$ cat config.mk
export PLATFORM = sky130hd
export DESIGN_NAME = mem_access_ctrl_flat
export DESIGN_NICKNAME = d
export VERILOG_FILES = /design/src/rtl/mem_access_ctrl_if.sv /design/src/rtl/mem_access_ctrl.sv /design/src/flat_wrapper.sv
export SDC_FILE = /design/constraint.sdc
export NUM_CORES = 1
export LEC_CHECK = 0
export CAP_MARGIN = 20
export CORE_MARGIN = 1
export CORE_UTILIZATION = 35
export CTS_CLUSTER_SIZE = 20
export DETAILED_ROUTE_END_ITERATION = 10
export GPL_TIMING_DRIVEN = 0
export PLACE_DENSITY = 0.72
export SYNTH_ARGS = -nofsm -noshare
export SYNTH_HDL_FRONTEND = slang
export SYNTH_SLANG_ARGS = --single-unit
$ cat constraint.sdc
create_clock -name clk -period 1.7 [get_ports clk]
set_input_delay 0.17 -clock clk [delete_from_list [all_inputs] [get_ports clk]]
set_output_delay 0.17 -clock clk [all_outputs]
set_load 0.03 [all_outputs]
$ cat src/rtl/mem_access_ctrl_if.sv
// Request/acknowledge bus between the MEM-stage access sequencer and a
// multi-cycle data memory. The sequencer is the master, the memory the slave.
interface mem_access_ctrl_if;
   logic        MemReq;
   logic        MemWe;
   logic [31:0] MemAddr;
   logic [31:0] MemWData;
   logic [31:0] MemRData;
   logic        MemAck;

   modport master (
      output MemReq, MemWe, MemAddr, MemWData,
      input  MemRData, MemAck
   );

   modport slave (
      input  MemReq, MemWe, MemAddr, MemWData,
      output MemRData, MemAck
   );
endinterface

$ cat src/rtl/mem_access_ctrl.sv
// MEM-stage data-memory access sequencer for the 5-stage RV32I pipeline.
// Latches the EX/MEM access into a req/ack transaction, stalls the pipeline
// until it completes, captures load data and flags misaligned or timed-out
// accesses with a one-cycle MemErr pulse.
module mem_access_ctrl #(
   parameter int TIMEOUT     = 16,
   parameter bit CHECK_ALIGN = 1'b1
) (
   input  logic              clk,
   input  logic              rst,
   input  logic              MemWriteM,
   input  logic [1:0]        ResultSrcM,
   input  logic [31:0]       ALUResultM,
   input  logic [31:0]       WriteDataM,
   mem_access_ctrl_if.master mem,
   output logic              StallMem,
   output logic [31:0]       ReadDataM,
   output logic              MemErr
);

   // Counter must hold 0..TIMEOUT; keep at least one bit when the timeout is disabled.
   localparam int CW = (TIMEOUT > 0) ? $clog2(TIMEOUT + 1) : 1;
   localparam logic [CW-1:0] CNT_LAST = (TIMEOUT > 0) ? CW'(TIMEOUT - 1) : '0;

   typedef enum logic [1:0] {IDLE, BUSY, DONE} state_t;

   state_t        state_reg, state_next;
   logic [CW-1:0] cnt_reg, cnt_next;
   logic          req_reg, req_next;
   logic          we_reg, we_next;
   logic [31:0]   addr_reg, addr_next;
   logic [31:0]   wdata_reg, wdata_next;
   logic [31:0]   rdata_reg, rdata_next;
   logic          err_reg, err_next;

   logic access;
   logic is_load;
   logic misaligned;

   // A store takes priority when both the store and load indications are set.
   assign access     = MemWriteM | (ResultSrcM == 2'b01);
   assign is_load    = ~MemWriteM & (ResultSrcM == 2'b01);
   assign misaligned = CHECK_ALIGN & (ALUResultM[1:0] != 2'b00);

   assign mem.MemReq   = req_reg;
   assign mem.MemWe    = we_reg;
   assign mem.MemAddr  = addr_reg;
   assign mem.MemWData = wdata_reg;
   assign ReadDataM    = rdata_reg;
   assign MemErr       = err_reg;

   // State and registered-output update; reset abandons any access in flight.
   always_ff @(posedge clk) begin
      if (rst) begin
         state_reg <= IDLE;
         cnt_reg   <= '0;
         req_reg   <= 1'b0;
         we_reg    <= 1'b0;
         addr_reg  <= 32'd0;
         wdata_reg <= 32'd0;
         rdata_reg <= 32'd0;
         err_reg   <= 1'b0;
      end else begin
         state_reg <= state_next;
         cnt_reg   <= cnt_next;
         req_reg   <= req_next;
         we_reg    <= we_next;
         addr_reg  <= addr_next;
         wdata_reg <= wdata_next;
         rdata_reg <= rdata_next;
         err_reg   <= err_next;
      end
   end

   // Next-state, next-output and stall decode.
   always_comb begin
      state_next = state_reg;
      cnt_next   = cnt_reg;
      req_next   = req_reg;
      we_next    = we_reg;
      addr_next  = addr_reg;
      wdata_next = wdata_reg;
      rdata_next = rdata_reg;
      err_next   = 1'b0;
      StallMem   = 1'b0;
      case (state_reg)
         IDLE: begin
            if (access) begin
               if (misaligned) begin
                  // Retire as a no-op: no request, no stall, just the error pulse.
                  err_next = 1'b1;
                  if (is_load) begin
                     rdata_next = 32'd0;
                  end
               end else begin
                  StallMem   = 1'b1;
                  addr_next  = ALUResultM;
                  wdata_next = WriteDataM;
                  we_next    = MemWriteM;
                  req_next   = 1'b1;
                  state_next = BUSY;
               end
            end
         end
         BUSY: begin
            StallMem = 1'b1;
            // Ack is tested before the timeout so an ack on the last cycle still succeeds.
            if (mem.MemAck) begin
               req_next   = 1'b0;
               cnt_next   = '0;
               state_next = DONE;
               if (!we_reg) begin
                  rdata_next = mem.MemRData;
               end
            end else if (TIMEOUT != 0) begin
               if (cnt_reg == CNT_LAST) begin
                  req_next   = 1'b0;
                  err_next   = 1'b1;
                  cnt_next   = '0;
                  state_next = DONE;
                  if (!we_reg) begin
                     rdata_next = 32'd0;
                  end
               end else begin
                  cnt_next = cnt_reg + CW'(1);
               end
            end
         end
         DONE: begin
            // Inputs still describe the finished instruction, so they are ignored here.
            cnt_next   = '0;
            state_next = IDLE;
         end
         default: begin
            state_next = IDLE;
         end
      endcase
   end

endmodule

$ cat src/flat_wrapper.sv
// flat-port wrapper written by rule: the top's interface ports become plain ports
module mem_access_ctrl_flat 
#(
   parameter int TIMEOUT     = 16,
   parameter bit CHECK_ALIGN = 1'b1
)
  (clk, rst, MemWriteM, ResultSrcM, ALUResultM, WriteDataM, StallMem, ReadDataM, MemErr, mem_MemReq, mem_MemWe, mem_MemAddr, mem_MemWData, mem_MemRData, mem_MemAck);
  mem_access_ctrl_if mem_i ();
  input  logic clk;
  input  logic rst;
  input  logic MemWriteM;
  input  logic [1:0] ResultSrcM;
  input  logic [31:0] ALUResultM;
  input  logic [31:0] WriteDataM;
  output logic StallMem;
  output logic [31:0] ReadDataM;
  output logic MemErr;
  output wire logic [$bits(mem_i.MemReq)-1:0] mem_MemReq;
  output wire logic [$bits(mem_i.MemWe)-1:0] mem_MemWe;
  output wire logic [$bits(mem_i.MemAddr)-1:0] mem_MemAddr;
  output wire logic [$bits(mem_i.MemWData)-1:0] mem_MemWData;
  input wire logic [$bits(mem_i.MemRData)-1:0] mem_MemRData;
  input wire logic [$bits(mem_i.MemAck)-1:0] mem_MemAck;
  assign mem_MemReq = mem_i.MemReq;
  assign mem_MemWe = mem_i.MemWe;
  assign mem_MemAddr = mem_i.MemAddr;
  assign mem_MemWData = mem_i.MemWData;
  assign mem_i.MemRData = mem_MemRData;
  assign mem_i.MemAck = mem_MemAck;
  mem_access_ctrl #(.TIMEOUT(TIMEOUT), .CHECK_ALIGN(CHECK_ALIGN)) u_core (.clk(clk), .rst(rst), .MemWriteM(MemWriteM), .ResultSrcM(ResultSrcM), .ALUResultM(ALUResultM), .WriteDataM(WriteDataM), .mem(mem_i), .StallMem(StallMem), .ReadDataM(ReadDataM), .MemErr(MemErr));
endmodule
==> results.cfg, run 1 <==
[synthesis]
syn_avg_cell_area_sq_um = 9.06
synth_edf_count = 0
yosys.area.top_type = dfxtp_1
mappedNetlistArea_sq_um = 3710
ys.flop_type = dfxtp_1
synth_cell_types = 34
yosysSeqAreaShare = 0.572
syn_inst = 409
synth_warnings = 0
syn-num-nets = 515
synth_top_area_frac = 0.572
synthArstFlopShare = 0
synth-seq-cells = 106
synth_top_cells_by_area = dfxtp_1 (57%), nand2_1 (13%), a21oi_1 (8.6%)

[power_and_ir_drop]
vdd_drop_max_v = 0.000524
cellPowerDensity_nw_per_um2 = 856
cellLeakagePower_uw = 0.00229
finalPower_uw = 5290

[run_status]
outcome = completed

[route]
firstDrtPassIters = 4
drc = 0
wire_per_inst_microns = 14.5
vias = 3676
drtIter0Drc = 155
ant_nets = 0
routed_wl_microns = 11100
viasPerCell = 4.81

[setup_path]
worst_path_max_delay_cell = o41ai_2
ff2ff_setup_slack_ns = 0.09
r2r-end = u_core.ReadDataM[9]
rr_worst_depth = 7
crit_type = primary input to flip-flop
max_stage_delay_ns = 0.53
cp_data_arrival_time_ns = 1.94
critPathLaunchType = primary input
cp_data_required_time_ns = 2.01
crit_path_max_fanout = 10
cp-end-kind = flip-flop
timing.rr.start = u_core.state_reg[1]
crit_chain = clkdlybuf4s50_1 -> o41ai_2 -> and4_1 -> buf_2 -> buf_4 -> a22o_1

[clocking]
clockRootBuffer = clkbuf_8
clockBufferDepth = 2
cts_tree = yes
cts_max_level = 3
insertion_delay_ns = 0.37
clkTransAtPathRegs_ns = 0.11
cts_inserted_buffers = 9
numClockSinks = 106
holdBufCountCts = 0

[die]
die_h_microns = 105
rows = 37
start_util = 0.361
fp.dieW_microns = 105
dieArea_sq_um = 11000
fp.coreArea_sq_um = 10300
ios = 202

[hold_path]
hp-class = primary input to flip-flop
hp-start = ALUResultM[9]
min_to = u_core.mem.MemAddr[9]
hold_depth = 3

[placed_design]
place_congestion = 0.747
hpwlAfterDp_microns = 8530
numPortBuffers = 200
numPlacedInstances = 745

[sta]
min_period_ns = 1.63
setup_viol_count_final = 0
fmax_ghz = 0.614
clock_skew_ns = 0.0116
rsz0062_at_grt = yes
max-slew-margin-rel = 0.656
tightest_slew_ns = 0.517
fin_crit_sh = 0.958
slew_violations = 0
finalHoldViolCount = 0

[flow_run]
cap_viol_max_count = 0

[cells_and_area]
multi_input_area_sq_um = 1450
most-common-layout-cells = clkdlybuf4s50_1 (198), nand2_1 (126), dfxtp_1 (104)
synthToLayoutAreaGrowth_pct = 66.8
fin_nets = 729
final_common_cell = clkdlybuf4s50_1
fin_cells = 764
antenna_cells = 0
fin_util = 0.602
n_fill_cell = 920
regArea_sq_um = 2120
drive_gt1_frac = 0.0860

[global_route]
grt_first_pass_wirelength_microns = 17700
grt-ovfl-total = 0
antenna_found_initial = 0
grt_pass1_vias = 3585
grt_max_degree = 19
grt_usage = 0.201
worst max-delay path, delay by kind of cell:
family | cells | cell delay, ns
AOI/OAI and AO/OA | 2 | 0.69
buffers and inverters | 3 | 0.83
and+or+nand+nor | 1 | 0.25
cell usage after synthesis (2+ instances only):
library cell  number
a22o_1            32
nor2b_1            3
dfxtp_1          106
buf_2             15
and3_1             3
ha_1               4
o21ai_0            2
clkbuf_1           9
a21o_1             2
inv_1              6
a311oi_1           2
buf_4              5
nand4b_1           2
nand2_1          128
nor2_1             5
a21oi_1           64
o211a_1            3
nand3_1            2
where the power goes:
part           switching (uW)  leakage, uW  total, uW  internal, uW
Sequential               55.5     0.000860       2640          2580
Combinational             545      0.00133       1090           542
Clock                     875    0.0000966       1570           694
cell type report:
cell class,instances,share of cell area
Buffer,29,0.0295
Clock inverter,7,0.0123
Inverter,6,0.00364
Clock buffer,9,0.0200
Multi-Input combinational cell,267,0.234
Timing Repair Buffer,204,0.329
Sequential cell,106,0.344
Tap cell,136,0.0275
logic make-up after synthesis:
logic type,synth area share
adder cells (fa/ha/maj),0.0135
multiplexers,0.00270
flip-flops,0.572
AO/OA/AOI/OAI,0.205
buffers and inverters,0.0469
AND/OR/NAND/NOR,0.159
per-layer routing:
layer	track usage	up-vias	wire, microns
li1	-	1822	-
met1	0.237	1744	4670
met2	0.364	97	5830
met3	0.0374	13	417
met4	0.0704	0	165
met5	0	-	0
how the worst max path moves through the flow:
stage	startpoint	slack, ns	cells after the start	to
after floorplan	u_core.state_reg[1]	0.09	7	u_core.ReadDataM[10]
after global placement	ResultSrcM[1]	-0.60	6	StallMem
after detailed placement	ResultSrcM[1]	-0.59	6	StallMem
after CTS	u_core.state_reg[1]	-0.001	6	StallMem
after global routing	u_core.state_reg[1]	-0.01	6	StallMem
final	MemWriteM	0.07	6	u_core.ReadDataM[9]
timing repair:
action	CTS	global route
setup buffers	2	2
gates resized for setup	17	19
gates cloned	0	0
endpoints found under the setup margin	84	83
pin swaps	0	2
stage by stage:
stage | setup TNS, ns | worst slack [ns] | hold WS [ns] | instance area, sq um
finish | 0 | 0.0721 | 0.341 | 6180
global route | -0.0759 | -0.0149 | 0.319 | 6180
CTS | -0.00120 | -0.00120 | 0.329 | 6130
detailed placement | -16.68 | -0.592 | 0.442 | 5880
global placement | -11.11 | -0.604 | 0.428 | 5880
floorplan | 0 | 0.0935 | 0.303 | 3710
Power figures use the tool's default switching activity.
==> inputs of run 2 (changes only) <==
Settings changed: CELL_PAD_IN_SITES_DETAIL_PLACEMENT set to 1, CELL_PAD_IN_SITES_GLOBAL_PLACEMENT set to 1, CORE_MARGIN 1 to 3, CORE_UTILIZATION 35 to 25, PLACE_DENSITY 0.72 to 0.73.
==> results.cfg, run 2 (synthesis gave the netlist of run 1 again) <==
[run_status]
outcome = completed

[cells_and_area]
final_area_sq_um = 6390
fin_nets = 733
n_fill_cell = 1622
most-common-layout-cells = clkdlybuf4s50_1 (199), nand2_1 (126), dfxtp_1 (102)
antenna_cells = 0
drive_gt1_frac = 0.0981
final_common_cell = clkdlybuf4s50_1
regArea_sq_um = 2130
multi_input_area_sq_um = 1480
synthToLayoutAreaGrowth_pct = 72.3
fin_util = 0.450

[setup_path]
timing.rr.start = u_core.state_reg[1]
cp-end-kind = flip-flop
max_stage_delay_ns = 0.33
cp_data_required_time_ns = 1.99
critPathLaunchType = flip-flop
crit_path_max_fanout = 10
crit_buf_inv = 2
crit_chain = inv_2 -> ha_2 -> nor2b_2 -> nand2_2 -> a31oi_4 -> buf_6 -> a22o_1
crit_type = flip-flop to flip-flop
cpLargestDelayFamily = compound AO/OA/AOI/OAI gates
worst_path_max_delay_cell = dfxtp_2
r2r-end = u_core.ReadDataM[20]
cp_data_arrival_time_ns = 1.91
endpoint = u_core.ReadDataM[20]
path_depth = 7
startpoint = u_core.state_reg[1]
ff2ff_setup_slack_ns = 0.08
rr_worst_depth = 7

[route]
drtIter0Drc = 163
firstDrtPassIters = 4
routed_wl_microns = 13900
drc = 0
ant_nets = 0
vias = 3762
viasPerCell = 4.63
wire_per_inst_microns = 17.1

[clocking]
clockRootBuffer = clkbuf_16
cts_tree = yes
clockBufferDepth = 2
numClockSinks = 106
cts_max_level = 3
cts_inserted_buffers = 9
insertion_delay_ns = 0.35
clkTransAtPathRegs_ns = 0.07

[global_route]
grt_first_pass_wirelength_microns = 21300
grt_pass1_vias = 3999
antenna_found_initial = 0
grt_max_degree = 18
grt-ovfl-total = 0
grt_usage = 0.165

[die]
start_util = 0.261
fp.coreArea_sq_um = 14200
ios = 202
die_h_microns = 128
fp.dieW_microns = 128
rows = 43
dieArea_sq_um = 16300

[power_and_ir_drop]
vdd_drop_max_v = 0.000425
cellPowerDensity_nw_per_um2 = 899
cellLeakagePower_uw = 0.00234

[sta]
max-slew-margin-rel = 0.664
min_period_ns = 1.62
clock_skew_ns = 0.00546
tightest_slew_ns = 0.504
fin_crit_sh = 0.953
setup_viol_count_final = 0
fmax_ghz = 0.618
slew_violations = 0
setup_tns_ns = 0
finalHoldViolCount = 0
whs_ns = 0.366

[flow_run]
cap_viol_max_count = 0

[placed_design]
dpl_cell_area_sq_um = 5930
place_congestion = 0.760
numPortBuffers = 200
hpwlAfterDp_microns = 10600

[hold_path]
hp-class = primary input to flip-flop
## run 2: worst min-delay path by stage
stage	from	to	slack (ns)	cells past startpoint
4_1_cts	ALUResultM[21]	u_core.mem.MemAddr[21]	0.36	3
5_1_grt	WriteDataM[16]	u_core.mem.MemWData[16]	0.35	3
3_5_place_dp	u_core.mem.MemWData[30]	u_core.mem.MemWData[30]	0.45	2
6_report	ALUResultM[21]	u_core.mem.MemAddr[21]	0.37	3
2_1_floorplan	mem_MemRData[17]	u_core.ReadDataM[17]	0.30	1
3_3_place_gp	u_core.cnt_reg[4]	u_core.cnt_reg[4]	0.43	1
## run 2: area by class of cell
class / count / share of cell area
plain buffers: 29 / 0.0317
clock buffers: 10 / 0.0358
clock inverters: 6 / 0.00666
inverters: 6 / 0.00353
multi-input cells: 267 / 0.231
flip-flops and latches: 106 / 0.333
well taps: 180 / 0.0353
repair buffers: 208 / 0.323
## run 2: stage by stage
| stage | setup slack [ns] | total power (uW) | instances |
|---|---|---|---|
| after floorplan | 0.0935 | 3190 | 409 |
| after global placement | -0.682 | 3700 | 789 |
| after detailed placement | -0.717 | 3740 | 789 |
| after CTS | -0.00463 | 5760 | 806 |
| after global routing | -0.0118 | 6030 | 812 |
| final | 0.0806 | 5740 | 812 |
## run 2: layer usage
metal / up-vias / wire, microns / GRT usage
li1: 1822 / - / -
met1: 1803 / 5600 / 0.192
met2: 108 / 7140 / 0.291
met3: 29 / 661 / 0.0304
met4: 0 / 477 / 0.0768
met5: - / 0 / 0
## run 2: worst reg2reg max path, stage by stage, from the launching register on
cell     delay [ns]
dfxtp_2        0.33
inv_2          0.08
ha_2           0.22
nor2b_2        0.21
nand2_2        0.10
a31oi_4        0.28
buf_6          0.20
a22o_1         0.14
## run 2: power breakdown
group          internal [uW]  leakage (uW)  switching [uW]  total [uW]
clock                    998      0.000129             952        1950
sequential              2580      0.000861            54.8        2640
combinational            574       0.00135             584        1160
## run 2: timing repair
| item | CTS | global route |
|---|---|---|
| buffers inserted | 2 | 6 |
| setup endpoints to repair | 94 | 94 |
| hold buffers | 0 | 0 |
| gates resized for setup | 27 | 21 |
| pin swaps | 1 | 5 |
==> inputs of run 3 (changes only) <==
Settings changed: CORE_UTILIZATION 25 to 39, DONT_BUFFER_PORTS set to 1, PLACE_DENSITY 0.73 to 0.69.
==> results.cfg, run 3 (synthesis gave the netlist of run 1 again) <==
[run_status]
outcome = completed

[hold_path]
min_to = u_core.cnt_reg[2]
hold_depth = 3
hp-start = mem_MemAck
hp-class = primary input to flip-flop

[route]
firstDrtPassIters = 4
drtIter0Drc = 86
wire_per_inst_microns = 19.3
met3_length_microns = 786
highest_layer = met4
ant_nets = 0
drc = 0
vias = 3387
viasPerCell = 5.19
wl_met1_microns = 4570
routed_wl_microns = 12600
wl_met2_microns = 6980

[setup_path]
rr_worst_depth = 7
crit_path_max_fanout = 7
crit_type = flip-flop to output port
critPathLaunchType = flip-flop
max_stage_delay_ns = 0.37
cpLargestDelayFamily = flip-flops
cp_data_arrival_time_ns = 1.50
crit_buf_inv = 2
cp-end-kind = output port
ff2ff_setup_slack_ns = 0.06
r2r-end = u_core.ReadDataM[16]
cp_data_required_time_ns = 1.53
crit_chain = inv_2 -> ha_4 -> o211ai_1 -> clkbuf_8 -> nand2_8
timing.rr.start = u_core.state_reg[1]
worst_path_max_delay_cell = dfxtp_2

[global_route]
grt-ovfl-total = 0
grt_max_degree = 20
grt_pass1_vias = 3685
antenna_found_initial = 0
grt_first_pass_wirelength_microns = 19800
grt_usage = 0.228

[die]
die_h_microns = 104
dieArea_sq_um = 10700
fp.coreArea_sq_um = 8980
fp.dieW_microns = 104
ios = 202
rows = 34
start_util = 0.413

[placed_design]
hpwlAfterDp_microns = 7720
numPortBuffers = 0
place_congestion = 0.742
numPlacedInstances = 535

[cells_and_area]
fin_nets = 627
drive_gt1_frac = 0.105
n_fill_cell = 989
fin_cells = 652
most-common-layout-cells = nand2_1 (126), dfxtp_1 (104), dlygate4sd3_1 (96)
antenna_cells = 0
synthToLayoutAreaGrowth_pct = 40.0
final_common_cell = nand2_1

[clocking]
cts_max_level = 3
cts_inserted_buffers = 9
clockRootBuffer = clkbuf_8
cts_tree = yes
clkTransAtPathRegs_ns = 0.11
numClockSinks = 106
insertion_delay_ns = 0.37
clockBufferDepth = 2

[power_and_ir_drop]
p_int_uw = 3650
cellLeakagePower_uw = 0.00196
switchingPower_uw = 1550
cellPowerDensity_nw_per_um2 = 1000
clkPwrFrac = 0.317
power_frac_comb = 0.138
vdd_drop_max_v = 0.000392
seq_power_share = 0.546
sw_frac_of_total = 0.297

[sta]
fmax_ghz = 0.597
setup_viol_count_final = 0
clock_skew_ns = 0.0207
slew_violations = 0
fin_crit_sh = 0.985
finalHoldViolCount = 0
tightest_slew_ns = 0.516
rsz0062_at_grt = yes
max-slew-margin-rel = 0.656
min_period_ns = 1.67
whs_ns = 0.0514

[flow_run]
cap_viol_max_count = 0
[run 3: area by class of cell]
| type | count | area, sq um | share of cell area |
|---|---|---|---|
| plain buffers | 28 | 184 | 0.0354 |
| well taps | 126 | 158 | 0.0304 |
| multi-input cells | 267 | 1470 | 0.283 |
| inverters | 6 | 25.0 | 0.00482 |
| clock inverters | 7 | 83.8 | 0.0162 |
| clock buffers | 9 | 124 | 0.0239 |
| repair buffers | 103 | 1020 | 0.196 |
| flip-flops and latches | 106 | 2130 | 0.410 |
[run 3: power by group through the flow]
stage | Clock, uW | Combinational [uW] | Sequential (uW)
after floorplan | 0 | 330 | 2860
final | 1650 | 716 | 2830
after global routing | 1790 | 792 | 2850
after CTS | 1680 | 655 | 2830
after detailed placement | 0 | 429 | 2890
after global placement | 0 | 412 | 2880
[run 3: metal layers]
layer | track usage | vias up
li1 | - | 1616
met1 | 0.233 | 1639
met2 | 0.445 | 115
met3 | 0.0628 | 17
met4 | 0.0760 | 0
met5 | 0 | -
[run 3: worst min-delay path, delay by kind of cell]
kind | cells | cell delay (ns)
AND/OR/NAND/NOR | 2 | 0.13
AO/OA/AOI/OAI | 1 | 0.07
[run 3: what timing repair did]
| item | 4_1_cts | 5_1_grt |
|---|---|---|
| hold buffers | 96 | 0 |
| resized for setup | 13 | 17 |
| buffers inserted | 2 | 4 |
| setup endpoints to repair | 93 | 92 |
| cloned | 0 | 1 |
| endpoints found under the hold margin | 96 | 0 |
| pin swaps | 1 | 2 |
[run 3: how the worst max path moves through the flow]
stage                         from                    to  slack, ns  cells past startpoint
2_1_floorplan  u_core.state_reg[1]  u_core.ReadDataM[10]       0.09                      7
3_3_place_gp   u_core.state_reg[1]   u_core.ReadDataM[8]      -0.23                      7
3_5_place_dp   u_core.state_reg[1]  u_core.ReadDataM[16]      -0.26                      7
4_1_cts        u_core.state_reg[1]  u_core.ReadDataM[31]     -0.005                      7
5_1_grt        u_core.state_reg[0]              StallMem      -0.05                      5
6_report       u_core.state_reg[0]              StallMem       0.03                      5
[run 3: metrics by stage]
step | power (uW) | TNS (ns) | utilization | area [sq um] | setup slack (ns)
floorplan | 3190 | 0 | - | 3710 | 0.0935
global placement | 3300 | -8.32 | 0.431 | 3860 | -0.235
detailed placement | 3320 | -9.88 | 0.431 | 3860 | -0.261
CTS | 5170 | -0.0116 | 0.567 | 5090 | -0.00503
global route | 5430 | -0.161 | 0.578 | 5190 | -0.0507
finish | 5200 | 0 | 0.578 | 5190 | 0.0253
